[config.mk]
export PLATFORM = sky130hd
export DESIGN_NAME = rx_phase_align
export DESIGN_NICKNAME = d
export VERILOG_FILES = /design/src/rtl/rx_phase_align_pkg.sv /design/src/rtl/rx_phase_align_metric_acc.sv /design/src/rtl/rx_phase_align.sv
export SDC_FILE = /design/constraint.sdc
export NUM_CORES = 1
export LEC_CHECK = 0
export ABC_AREA = 1
export CAP_MARGIN = 15
export CELL_PAD_IN_SITES_DETAIL_PLACEMENT = 1
export CELL_PAD_IN_SITES_GLOBAL_PLACEMENT = 2
export CORE_ASPECT_RATIO = 0.6
export CORE_MARGIN = 3
export CORE_UTILIZATION = 30
export CTS_CLUSTER_SIZE = 10
export DETAILED_ROUTE_END_ITERATION = 6
export DONT_BUFFER_PORTS = 1
export PLACE_DENSITY_LB_ADDON = 0.1
export SLEW_MARGIN = 20
export SYNTH_ARGS = -nofsm -noshare
export SYNTH_HDL_FRONTEND = slang
export SYNTH_SLANG_ARGS = --single-unit
[constraint.sdc]
create_clock -name clock -period 7.2 [get_ports clock]
set_clock_uncertainty 0.1 [all_clocks]
set_input_delay 1.8 -clock clock [delete_from_list [all_inputs] [get_ports clock]]
set_output_delay 1.8 -clock clock [all_outputs]
set_load 0.05 [all_outputs]
[src/rtl/rx_phase_align_pkg.sv]
// Shared definitions for the receive phase aligner: state encoding and width helpers.
package rx_phase_pkg;

    typedef enum logic [1:0] {
        ST_IDLE   = 2'd0,
        ST_ACQ    = 2'd1,
        ST_SELECT = 2'd2,
        ST_LOCKED = 2'd3
    } state_e;

    function automatic int clog2(input int value);
        int result;
        int rem;
        result = 0;
        rem    = value - 1;
        while (rem > 0) begin
            result = result + 1;
            rem    = rem >> 1;
        end
        return result;
    endfunction

    // |x| of an nb-bit two's complement sample fits nb-1 bits once -2^(nb-1) saturates
    function automatic int abs_width(input int nb);
        return nb - 1;
    endfunction

    function automatic int acc_width(input int nb, input int window);
        return abs_width(nb) + clog2(window);
    endfunction

endpackage

[src/rtl/rx_phase_align_metric_acc.sv]
// One per-phase energy accumulator: adds the saturated magnitude of its tap on add_en.
module phase_metric_acc
    import rx_phase_pkg::*;
#(
    parameter int NB = 8,
    parameter int AW = acc_width(8, 64)
) (
    input  logic          clock,
    input  logic          reset,
    input  logic          clear,
    input  logic          add_en,
    input  logic [NB-1:0] sample,
    output logic [AW-1:0] acc
);

    localparam int MW = abs_width(NB);

    logic [NB-1:0] neg_next;
    logic [MW-1:0] mag_next;
    logic [AW-1:0] acc_reg;

    assign neg_next = (~sample) + NB'(1);

    always_comb begin
        mag_next = '0;
        if (sample == {1'b1, {(NB-1){1'b0}}}) begin
            mag_next = {MW{1'b1}};
        end else if (sample[NB-1]) begin
            mag_next = neg_next[MW-1:0];
        end else begin
            mag_next = sample[MW-1:0];
        end
    end

    // clear wins over add so a strobe coinciding with a restart is discarded
    always_ff @(posedge clock or posedge reset) begin
        if (reset) begin
            acc_reg <= '0;
        end else if (clear) begin
            acc_reg <= '0;
        end else if (add_en) begin
            acc_reg <= acc_reg + AW'(mag_next);
        end
    end

    assign acc = acc_reg;

endmodule

[src/rtl/rx_phase_align.sv]
// Picks the oversampling phase with the largest magnitude energy over a symbol window.
// Build option RX_PHASE_TRACK_EN keeps re-selecting the phase every window while locked.
module rx_phase_align
    import rx_phase_pkg::*;
#(
    parameter int NB     = 8,
    parameter int OS     = 4,
    parameter int WINDOW = 64
) (
    input  logic                clock,
    input  logic                reset,
    input  logic                i_enable,
    input  logic [NB-1:0]       i_sample,
    input  logic                i_valid,
    input  logic                i_restart,
    output logic [clog2(OS)-1:0] o_offset,
    output logic                o_bit,
    output logic                o_bit_valid,
    output logic                o_locked
);

    localparam int OW = clog2(OS);
    localparam int CW = clog2(WINDOW);
    localparam int AW = acc_width(NB, WINDOW);
`ifdef RX_PHASE_TRACK_EN
    localparam bit TRACK = 1'b1;
`else
    localparam bit TRACK = 1'b0;
`endif

    state_e                 state_reg;
    state_e                 state_next;
    logic [OS-1:0][NB-1:0]  buf_reg;
    logic [AW-1:0]          acc_val [OS];
    logic [AW-1:0]          best_val;
    logic [OW-1:0]          best_idx;
    logic [CW-1:0]          cnt_reg;
    logic [OW-1:0]          offset_reg;
    logic                   bit_reg;
    logic                   bit_valid_reg;
    logic                   track_sel_reg;
    logic                   restart_req;
    logic                   acc_en;
    logic                   acc_clear;
    logic                   window_done;
    logic                   select_now;
    logic                   load_offset;

    assign restart_req = i_enable && i_restart && (state_reg != ST_IDLE);
    assign acc_en      = i_enable && !restart_req && i_valid &&
                         ((state_reg == ST_ACQ) || (TRACK && (state_reg == ST_LOCKED)));
    assign window_done = acc_en && (cnt_reg == CW'(WINDOW - 1));
    assign select_now  = (state_reg == ST_SELECT) || track_sel_reg;
    assign load_offset = select_now && i_enable && !restart_req;
    assign acc_clear   = !i_enable || restart_req || select_now;

    always_ff @(posedge clock or posedge reset) begin
        if (reset) begin
            buf_reg <= '0;
        end else if (!i_enable) begin
            buf_reg <= '0;
        end else begin
            buf_reg <= {buf_reg[OS-2:0], i_sample};
        end
    end

    genvar gi;
    generate
        for (gi = 0; gi < OS; gi++) begin : g_metric
            phase_metric_acc #(
                .NB (NB),
                .AW (AW)
            ) u_acc (
                .clock  (clock),
                .reset  (reset),
                .clear  (acc_clear),
                .add_en (acc_en),
                .sample (buf_reg[gi]),
                .acc    (acc_val[gi])
            );
        end
    endgenerate

    always_ff @(posedge clock or posedge reset) begin
        if (reset) begin
            cnt_reg <= '0;
        end else if (acc_clear) begin
            cnt_reg <= '0;
        end else if (acc_en) begin
            cnt_reg <= cnt_reg + CW'(1);
        end
    end

    // strict greater-than keeps the lowest index on ties
    always_comb begin
        best_idx = '0;
        best_val = acc_val[0];
        for (int k = 1; k < OS; k++) begin
            if (acc_val[k] > best_val) begin
                best_val = acc_val[k];
                best_idx = OW'(k);
            end
        end
    end

    always_ff @(posedge clock or posedge reset) begin
        if (reset) begin
            state_reg <= ST_IDLE;
        end else begin
            state_reg <= state_next;
        end
    end

    always_comb begin
        state_next = state_reg;
        case (state_reg)
            ST_IDLE:   if (i_enable) state_next = ST_ACQ;
            ST_ACQ:    if (window_done) state_next = ST_SELECT;
            ST_SELECT: state_next = ST_LOCKED;
            ST_LOCKED: state_next = ST_LOCKED;
            default:   state_next = ST_IDLE;
        endcase
        if (restart_req) state_next = ST_ACQ;
        if (!i_enable)   state_next = ST_IDLE;
    end

    always_comb begin
        o_locked = (state_reg == ST_LOCKED);
    end

    // tracking re-selects in the cycle after a window ends without leaving LOCKED
    always_ff @(posedge clock or posedge reset) begin
        if (reset) begin
            offset_reg    <= '0;
            bit_reg       <= 1'b0;
            bit_valid_reg <= 1'b0;
            track_sel_reg <= 1'b0;
        end else begin
            if (load_offset) offset_reg <= best_idx;
            track_sel_reg <= (state_reg == ST_LOCKED) && window_done;
            bit_valid_reg <= 1'b0;
            if ((state_reg == ST_LOCKED) && i_valid && i_enable && !restart_req) begin
                bit_reg       <= buf_reg[offset_reg][NB-1];
                bit_valid_reg <= 1'b1;
            end
        end
    end

    assign o_offset    = offset_reg;
    assign o_bit       = bit_reg;
    assign o_bit_valid = bit_valid_reg;

endmodule
### After elaboration in Yosys (flattened, before gate mapping)

Index checks and enable logic that the tools add are counted.

| storage, ports and cells | value |
|---|---|
| flip-flop bits (word level) | 97 |
| input port bits | 13 |
| output and inout port bits | 5 |
| logic and storage cells | 92 |

| operators by class | value |
|---|---|
| muxes and demuxes | 31 |
| reductions and logical operators | 21 |
| eq/ne operators | 9 |
| bitwise logic cells | 4 |
| $lt $le $gt $ge | 4 |
| $add $sub $neg | 9 |

Operators by type and width:

| operator | count |
|---|---|
| 2-to-1 mux 13 bit | 10 |
| 2-to-1 mux 7 bit | 8 |
| adder 13 x 7 -> 13 bit | 4 |
| > comparator 13 bit | 3 |
| == test 8 bit (second input constant) | 4 |
| 2-to-1 mux 32 bit | 1 |
| adder 7 x 1 -> 7 bit (second input constant) | 4 |
| inverter 7 bit | 4 |
| binary-select mux 8 bit (select 2 bit) | 1 |
| logical AND 1 bit | 12 |
| 2-to-1 mux 6 bit | 2 |
| 2-to-1 mux 2 bit | 5 |
| 2-to-1 mux 8 bit | 1 |
| adder 6 x 1 -> 6 bit (second input constant) | 1 |
| == test 6 bit (second input constant) | 1 |
| case mux 2 bit (3 select lines) | 1 |
| == test 2 bit (second input constant) | 2 |
| != test 4 bit (second input constant) | 1 |
| nonzero test 2 bit | 2 |
| logical OR 1 bit | 3 |
| < comparator 2 x 3 -> 1 bit (second input constant) | 1 |
| == test 2 x 1 -> 1 bit (second input constant) | 1 |
| logical NOT 1 bit | 2 |
| logical NOT 2 bit | 1 |
| 2 further kinds | 3 |

### Depth between registers and ports, before layout

Gate-level depths: netlist (run 1).

| logic depth | value |
|---|---|
| depth in word-level cells | 11 |
| gate-level depth with buffers | 33 |
| mapped depth without buffers | 32 |

### By module

A second synthesis (run 1) with hierarchy kept.

| second synthesis, totals | value |
|---|---|
| cells, all modules | 1074 |
| area, all modules | 7577.3 um2 |

By module, submodules not included:

| module | cells an instance | sequential area each (um2) | area each (um2) | instances |
|---|---|---|---|---|
| rx_phase_align | 430 | 1126.1 | 3126.7 | 1 |
| phase_metric_acc (g_metric[1].u_acc ...) | 160 | 325.3 | 1111.1 | 2 |
| phase_metric_acc (g_metric[2].u_acc) | 163 | 325.3 | 1117.3 | 1 |
| phase_metric_acc (g_metric[0].u_acc) | 161 | 325.3 | 1111.1 | 1 |

### Worst setup path after synthesis (run 1)

OpenSTA, ideal clock, no wires.

| timing | value |
|---|---|
| path type | reg-to-reg |
| start | register g_metric[0].u_acc.acc_reg[12] |
| end | register offset_reg[1], in the netlist o_offset[1] |
| setup slack | 3205 ps |
| period minus slack after synthesis | 3995 ps |
| setup time | 133 ps |
| buffers on the path | 1 |
| required time | 6967 ps |
| data arrival time | 3762 ps |
| cell stages (with the launch flop) | 33 |
| path through | dfrtp_1 -> inv_1 -> ha_1 -> nand2_1 -> nor2_1 -> nand2_1 -> nor2_1 -> nand2_1 -> nor2_2 -> inv_1 -> nand2_2 -> buf_4 -> nand2_1 -> and2_1 -> ha_1 -> nand2_1 -> inv_1 -> nand2_1 -> nand2_1 -> a21oi_1 -> nand2_1 -> nand2_1 -> clkinv_1 -> nand2_1 -> nand2_1 -> ha_1 -> nand2_1 -> nor2_1 -> inv_1 -> nor2_1 -> nand4_1 -> a21oi_1 -> a21boi_0 |

| on the way | value |
|---|---|
| longest elaborated chain between the ends | 6 |
| elaborated cells on any way between the ends | 7 |
| those cells by class | order compare: 3; mux: 4 |

Ends and longest elaborated chain:

| element | line | source |
|---|---|---|
| start: declaration | rx_phase_align_metric_acc.sv:20 | `logic [AW-1:0] acc_reg;` |
| start signal: assignment | rx_phase_align_metric_acc.sv:42 | `acc_reg <= acc_reg + AW'(mag_next);` |
| > comparator 13 bit | rx_phase_align.sv:99 | `if (acc_val[k] > best_val) begin` |
| 2-to-1 mux 13 bit * | rx_phase_align.sv:99 |  |
| > comparator 13 bit | rx_phase_align.sv:99 |  |
| 2-to-1 mux 13 bit | rx_phase_align.sv:99 |  |
| > comparator 13 bit | rx_phase_align.sv:99 |  |
| 2-to-1 mux 2 bit * | rx_phase_align.sv:99 |  |
| end signal: assignment | rx_phase_align.sv:139 | `if (load_offset) offset_reg <= best_idx;` |
| end: declaration | rx_phase_align.sv:38 | `logic [OW-1:0] offset_reg;` |

Mark *: on every way between the ends. The rest lies on a longest branch, timed or not.
A chain may end at the register's enable or synchronous reset.

### Worst setup path in the final report (run 1)

| timing | value |
|---|---|
| start | register g_metric[0].u_acc.acc_reg[7] |
| end | register offset_reg[1], in the netlist o_offset[1] |

Same word-level chain as after synthesis.

==> impl_metrics.json, run 1 <==
{
  "clockBufferDepth": 2,
  "slowest_stage": "dfrtp_1",
  "cts_resized": 0,
  "netlist_instances": 1017,
  "syn_nets": 1106,
  "cts.reportedPaths.clkPinSlew_ns": 0.08,
  "yosys_most_used_dff": "dfrtp_1",
  "grt_start_max_net_pins": 66,
  "p_total_mw": 1.28,
  "start_util_pct": 31.0,
  "gr-total-overflow": 0,
  "fillers": 2964,
  "synth_area_um2": 7280,
  "grt_pass1_wl_um": 36500,
  "die_h_um": 127,
  "ctsHoldBuffers": 0,
  "maxSlewHeadroom_pct": 40.8,
  "tightest_slew_ns": 0.888,
  "clock_latency_ns": 0.37,
  "cp_data_arrival_time_ns": 5.41,
  "drtIter0Drc": 316,
  "ctsRootBufferMaster": "clkbuf_16",
  "fmax_mhz": 189,
  "crit_top_cell": "nand2_1",
  "dp.cells": 1316,
  "power_density_nw_per_um2": 162,
  "final_cells": 1332,
  "fin_nets": 1101,
  "status": "complete, no violations",
  "crit_path_max_fanout": 18,
  "place.detailed.hpwl_um": 17300,
  "slew_viol_final": 0,
  "vias": 6139,
  "grt_antenna_before_repair": 0,
  "dp_slack_ns": 1.86,
  "vias_per_cell": 4.61,
  "setup_slack_ns": 1.91,
  "area_growth_pct": 8.20,
  "worstSetupPathType": "reg2reg",
  "min_path_type": "reg2reg",
  "avgSynthCellArea_um2": 7.15,
  "drc": 0,
  "wl_per_cell_um": 16.3,
  "rsz0062_at_grt": "no",
  "placed_cell_area_um2": 7580,
  "largest_register_ffs": 52,
  "fin_crit_sh_pct": 73.5,
  "cts_setup_buffers": 0,
  "drtPass1Iterations": 4,
  "place.gp.congestion": 0.802,
  "yosysUniqueCellTypes": 46,
  "yosysWarningCount": 0,
  "synth_edf_count": 0,
  "tns_ns": 0,
  "async_reset_ff_share_pct": 100,
  "grt_pass1_vias": 6444,
  "cts_sinks": 97,
  "setup_violations": 0,
  "drive_gt1_share_pct": 4.52,
  "power.leakage_nw": 4.22,
  "fin_area_um2": 7870,
  "synth-seq-cells": 97,
  "fin_crit_ns": 5.29,
  "std_cell_rows": 43,
  "die_area_um2": 26200,
  "crit_path_end_kind": "register",
  "io_buffers": 0,
  "irDropWorstVdd_mv": 0.106,
  "ys_seq_area_share_pct": 33.4,
  "antenna_cells": 0,
  "wirelength_um": 21700,
  "grt_use_total_pct": 17.6,
  "pin_count": 18,
  "coreArea_um2": 23500,
  "antenna_left": 0,
  "hold_viol": 0,
  "cts_max_level": 3,
  "cts_tree": "done",
  "cts_made_buffers": 9,
  "fp.dieW_um": 207,
  "required_ns": 7.32,
  "start_kind": "register",
  "cap_violations": 0,
  "slowest_delay_ns": 0.53
}
[cells by family (layout without fill, tap and decap cells)]
kind of cell / count (synthesis) / count (layout) / synth area share, %
compound gates: 114 / 114 / 8.93
xor+xnor: 29 / 29 / 3.49
fa+ha+maj: 76 / 76 / 13.5
buf+inv: 184 / 184 / 10.0
flops: 97 / 97 / 33.4
other cells: 1 / 1 / 0.0515
simple gates: 516 / 516 / 30.6
[Yosys cell counts (all sizes together) (2+ instances only)]
| cell type | instances | area share, % |
|---|---|---|
| nand2 | 320 | 17 |
| inv | 165 | 8.5 |
| dfrtp | 97 | 33 |
| nor2 | 76 | 4.5 |
| ha | 72 | 12 |
| nand3 | 64 | 4.6 |
| a21oi | 47 | 3.5 |
| o21ai | 40 | 2.8 |
| xor2 | 22 | 2.6 |
| nor3 | 16 | 1.1 |
| nand4 | 14 | 1.2 |
| and2 | 13 | 1.1 |
| buf | 13 | 1.2 |
| o22ai | 11 | 0.95 |
| or2 | 7 | 0.60 |
| xnor2 | 7 | 0.84 |
| a31oi | 4 | 0.34 |
| clkbuf | 4 | 0.22 |
| fa | 4 | 1.1 |
| nand3b | 4 | 0.41 |
| o211ai | 4 | 0.41 |
| a21boi | 2 | 0.21 |
| clkinv | 2 | 0.10 |
| nor3b | 2 | 0.21 |
| o21bai | 2 | 0.21 |
[final timing paths]
check                                         startpoint  cells after the start                       end  slack [ns]
worst max-delay path            g_metric[0].u_acc.acc[7]                     30               o_offset[1]        1.91
worst min-delay path                          buf_reg[9]                      2               buf_reg[17]        0.41
worst max register to register  g_metric[0].u_acc.acc[7]                     30               o_offset[1]        1.91
worst min register to register                buf_reg[9]                      2               buf_reg[17]        0.41
max in group asynchronous                          reset                      2  g_metric[1].u_acc.acc[5]        4.53
min in group asynchronous                          reset                      1                     o_bit        1.22
[critical path: cells and delay by family (launching register included)]
| kind | cells | cell delay [ns] |
|---|---|---|
| buffers and inverters | 4 | 0.61 |
| adder cells (fa/ha/maj) | 3 | 0.84 |
| AND/OR/NAND/NOR | 19 | 2.38 |
| flip-flops | 1 | 0.53 |
| AO/OA/AOI/OAI | 4 | 0.68 |
[routing by layer]
| metal | wire length (um) | share of wire, % | track usage [%] |
|---|---|---|---|
| met4 | 159 | 0.73 | 2.99 |
| met2 | 8410 | 39 | 24.8 |
| met1 | 12800 | 59 | 28.1 |
| met5 | 0 | 0 | 0 |
| met3 | 391 | 1.8 | 3.02 |
[stage by stage]
stage / hold WS [ns] / utilization (%)
floorplan: 0.351 / -
global placement: 0.389 / 32.3
detailed placement: 0.394 / 32.3
CTS: 0.411 / 33.6
global route: 0.436 / 33.6
finish: 0.406 / 33.6
[final cells by class]
class	instances	area [um^2]	share of cell area (%)
well taps	315	394	5.01
clock buffers	10	229	2.91
clock inverters	6	65.1	0.826
repair buffers	1	7.51	0.0954
flip-flops and latches	97	2430	30.8
inverters	167	632	8.03
multi-input cells	736	4120	52.3
[where the power goes]
group          leakage (nW)  total, mW  internal [mW]  switching (mW)
sequential             1.33      0.603          0.559          0.0437
clock                 0.143      0.507          0.271           0.235
combinational          2.75      0.166         0.0524           0.114
total                  4.22       1.28          0.883           0.393
[cells in the final DEF, fill, tap and decap left out, types with 16 or more instances in the layout]
cell type  synthesis  routed
o21ai_0           30      30
nor2_1            72      72
nand3_1           63      63
inv_1            159     158
ha_1              72      72
xor2_1            22      22
dfrtp_1           97      97
nand2_1          314     314
nor3_1            16      16
a21oi_1           43      43
(Power assumes the default switching activity.)
==> run 2: changes to the inputs <==
==> constraint.sdc (replaced) <==
create_clock -name clock -period 5 [get_ports clock]
set_clock_uncertainty 0.1 [all_clocks]
set_input_delay 1.25 -clock clock [delete_from_list [all_inputs] [get_ports clock]]
set_output_delay 1.25 -clock clock [all_outputs]
set_load 0.05 [all_outputs]
==> run 2 against run 1 <==
Effect of this change:
- via count up 0.60%
- largest cell class unchanged
- first-iteration DRC count down 11%
- maximum frequency up 16%
- utilization up 0.49 points
- clock power up 39%
==> impl_metrics.json, run 2 (synthesis results as in run 1) <==
{
  "status": "complete, no violations",
  "start_kind": "register",
  "ctsHoldBuffers": 0,
  "slew_viol_final": 0,
  "grt_use_total_pct": 17.6,
  "cp_data_arrival_time_ns": 4.70,
  "drtIter0Drc": 280,
  "place.detailed.hpwl_um": 17200,
  "grt_start_max_net_pins": 71,
  "drtPass1Iterations": 4,
  "area_growth_pct": 9.77,
  "rsz0062_at_grt": "no",
  "cts_tree": "done",
  "hold_viol": 0,
  "std_cell_rows": 43,
  "p_total_mw": 1.83,
  "power_density_nw_per_um2": 229,
  "pin_count": 18,
  "mostFrequentLayoutCells": "312 x nand2_1, 158 x inv_1, 93 x dfrtp_1, 72 x ha_1, 68 x nor2_1",
  "place.gp.congestion": 0.800,
  "fin_crit_sh_pct": 91.1,
  "cts_made_buffers": 9,
  "cap_violations": 0,
  "vias": 6176,
  "drive_gt1_share_pct": 6.72,
  "highest_layer": "met4",
  "met3WireLength_um": 347,
  "die_area_um2": 26200,
  "clockBufferDepth": 2,
  "ctsRootBufferMaster": "clkbuf_16",
  "antenna_cells": 0,
  "crit_top_cell": "nand2_1",
  "coreArea_um2": 23500,
  "crit_path_max_fanout": 12,
  "grt_antenna_before_repair": 0,
  "wirelength_um": 21900,
  "clock_latency_ns": 0.37,
  "irDropWorstVdd_mv": 0.146,
  "layout_commonest_cell": "nand2_1",
  "dp_slack_ns": 0.154,
  "slowest_stage": "dfrtp_1",
  "cts_max_level": 3,
  "die_h_um": 127,
  "drc": 0,
  "fillers": 2945,
  "fmax_mhz": 219,
  "tightest_slew_ns": 0.788,
  "antenna_left": 0,
  "gr-total-overflow": 0,
  "whs_ns": 0.397,
  "grt_pass1_vias": 6485,
  "tns_ns": 0,
  "worstSetupPathType": "reg2reg",
  "io_buffers": 0,
  "maxSlewHeadroom_pct": 46.9,
  "fin_util_pct": 34.0,
  "vias_per_cell": 4.60,
  "wl_per_cell_um": 16.3,
  "fin_nets": 1111,
  "required_ns": 5.14,
  "cts_sinks": 97,
  "setup_violations": 0,
  "min_path_type": "reg2reg",
  "power.leakage_nw": 4.27,
  "setup_slack_ns": 0.443,
  "start_util_pct": 31.0,
  "slowest_delay_ns": 0.38,
  "met2_length_um": 8490,
  "fin_crit_ns": 4.56,
  "cts.reportedPaths.clkPinSlew_ns": 0.08,
  "largest_register_ffs": 52,
  "fp.dieW_um": 207,
  "crit_path_end_kind": "register",
  "m1WireLength_um": 12900,
  "grt_pass1_wl_um": 36700
}
run 2: changes by cell type in the layout (fill, tap and decap cells not counted), moves of 3 or more:
cell / change
buf_4: +10
dfrtp_1: -4
dfrtp_2: +4
nor2_1: -4
nor2_2: +3
run 2: layer usage:
| metal | GRT usage (%) | vias to the layer above |
|---|---|---|
| met1 | 27.9 | 2909 |
| li1 | - | 3224 |
| met4 | 2.99 | 0 |
| met5 | 0 | - |
| met3 | 2.79 | 7 |
| met2 | 25.4 | 36 |
run 2: power breakdown:
part | total [mW] | switching [mW] | leakage, nW | internal (mW)
combinational | 0.251 | 0.170 | 2.81 | 0.0804
clock | 0.707 | 0.340 | 0.139 | 0.366
sequential | 0.868 | 0.0632 | 1.32 | 0.805
total | 1.83 | 0.574 | 4.27 | 1.25
run 2: worst max-delay path, delay by kind of cell (launching register included):
family                     cells  cell delay [ns]
and+or+nand+nor               20             2.04
adders and majority gates      3             0.90
buffers and inverters          5             0.56
AOI/OAI and AO/OA              3             0.42
DFF                            1             0.38
run 2: what timing repair did:
action	CTS	global route
gates resized for setup	0	16
setup endpoints to repair	0	2
buffers inserted	0	5
run 2: worst paths after layout:
path / from / endpoint / slack (ns) / cells past startpoint
max: g_metric[0].u_acc.acc[12] / o_offset[1] / 0.44 / 31
min: buf_reg[8] / buf_reg[16] / 0.40 / 2
max reg2reg: g_metric[0].u_acc.acc[12] / o_offset[1] / 0.44 / 31
min reg2reg: buf_reg[8] / buf_reg[16] / 0.40 / 2
max in group asynchronous: reset / g_metric[1].u_acc.acc[12] / 3.13 / 2
min in group asynchronous: reset / o_bit / 0.77 / 1
run 2: layout make-up:
class	count	area, um^2	share of cell area, %
Clock inverter	4	26.3	0.329
Multi-Input combinational cell	736	4160	52.1
Timing Repair Buffer	11	82.6	1.03
Clock buffer	12	256	3.21
Sequential cell	97	2430	30.5
Inverter	167	634	7.94
Tap cell	315	394	4.93
run 2: per-stage QoR:
step                      cell area, um^2  cells
after floorplan                      7280   1017
after detailed placement             7620   1321
after global placement               7620   1321
final                                7990   1342
after CTS                            7900   1337
after global routing                 7990   1342
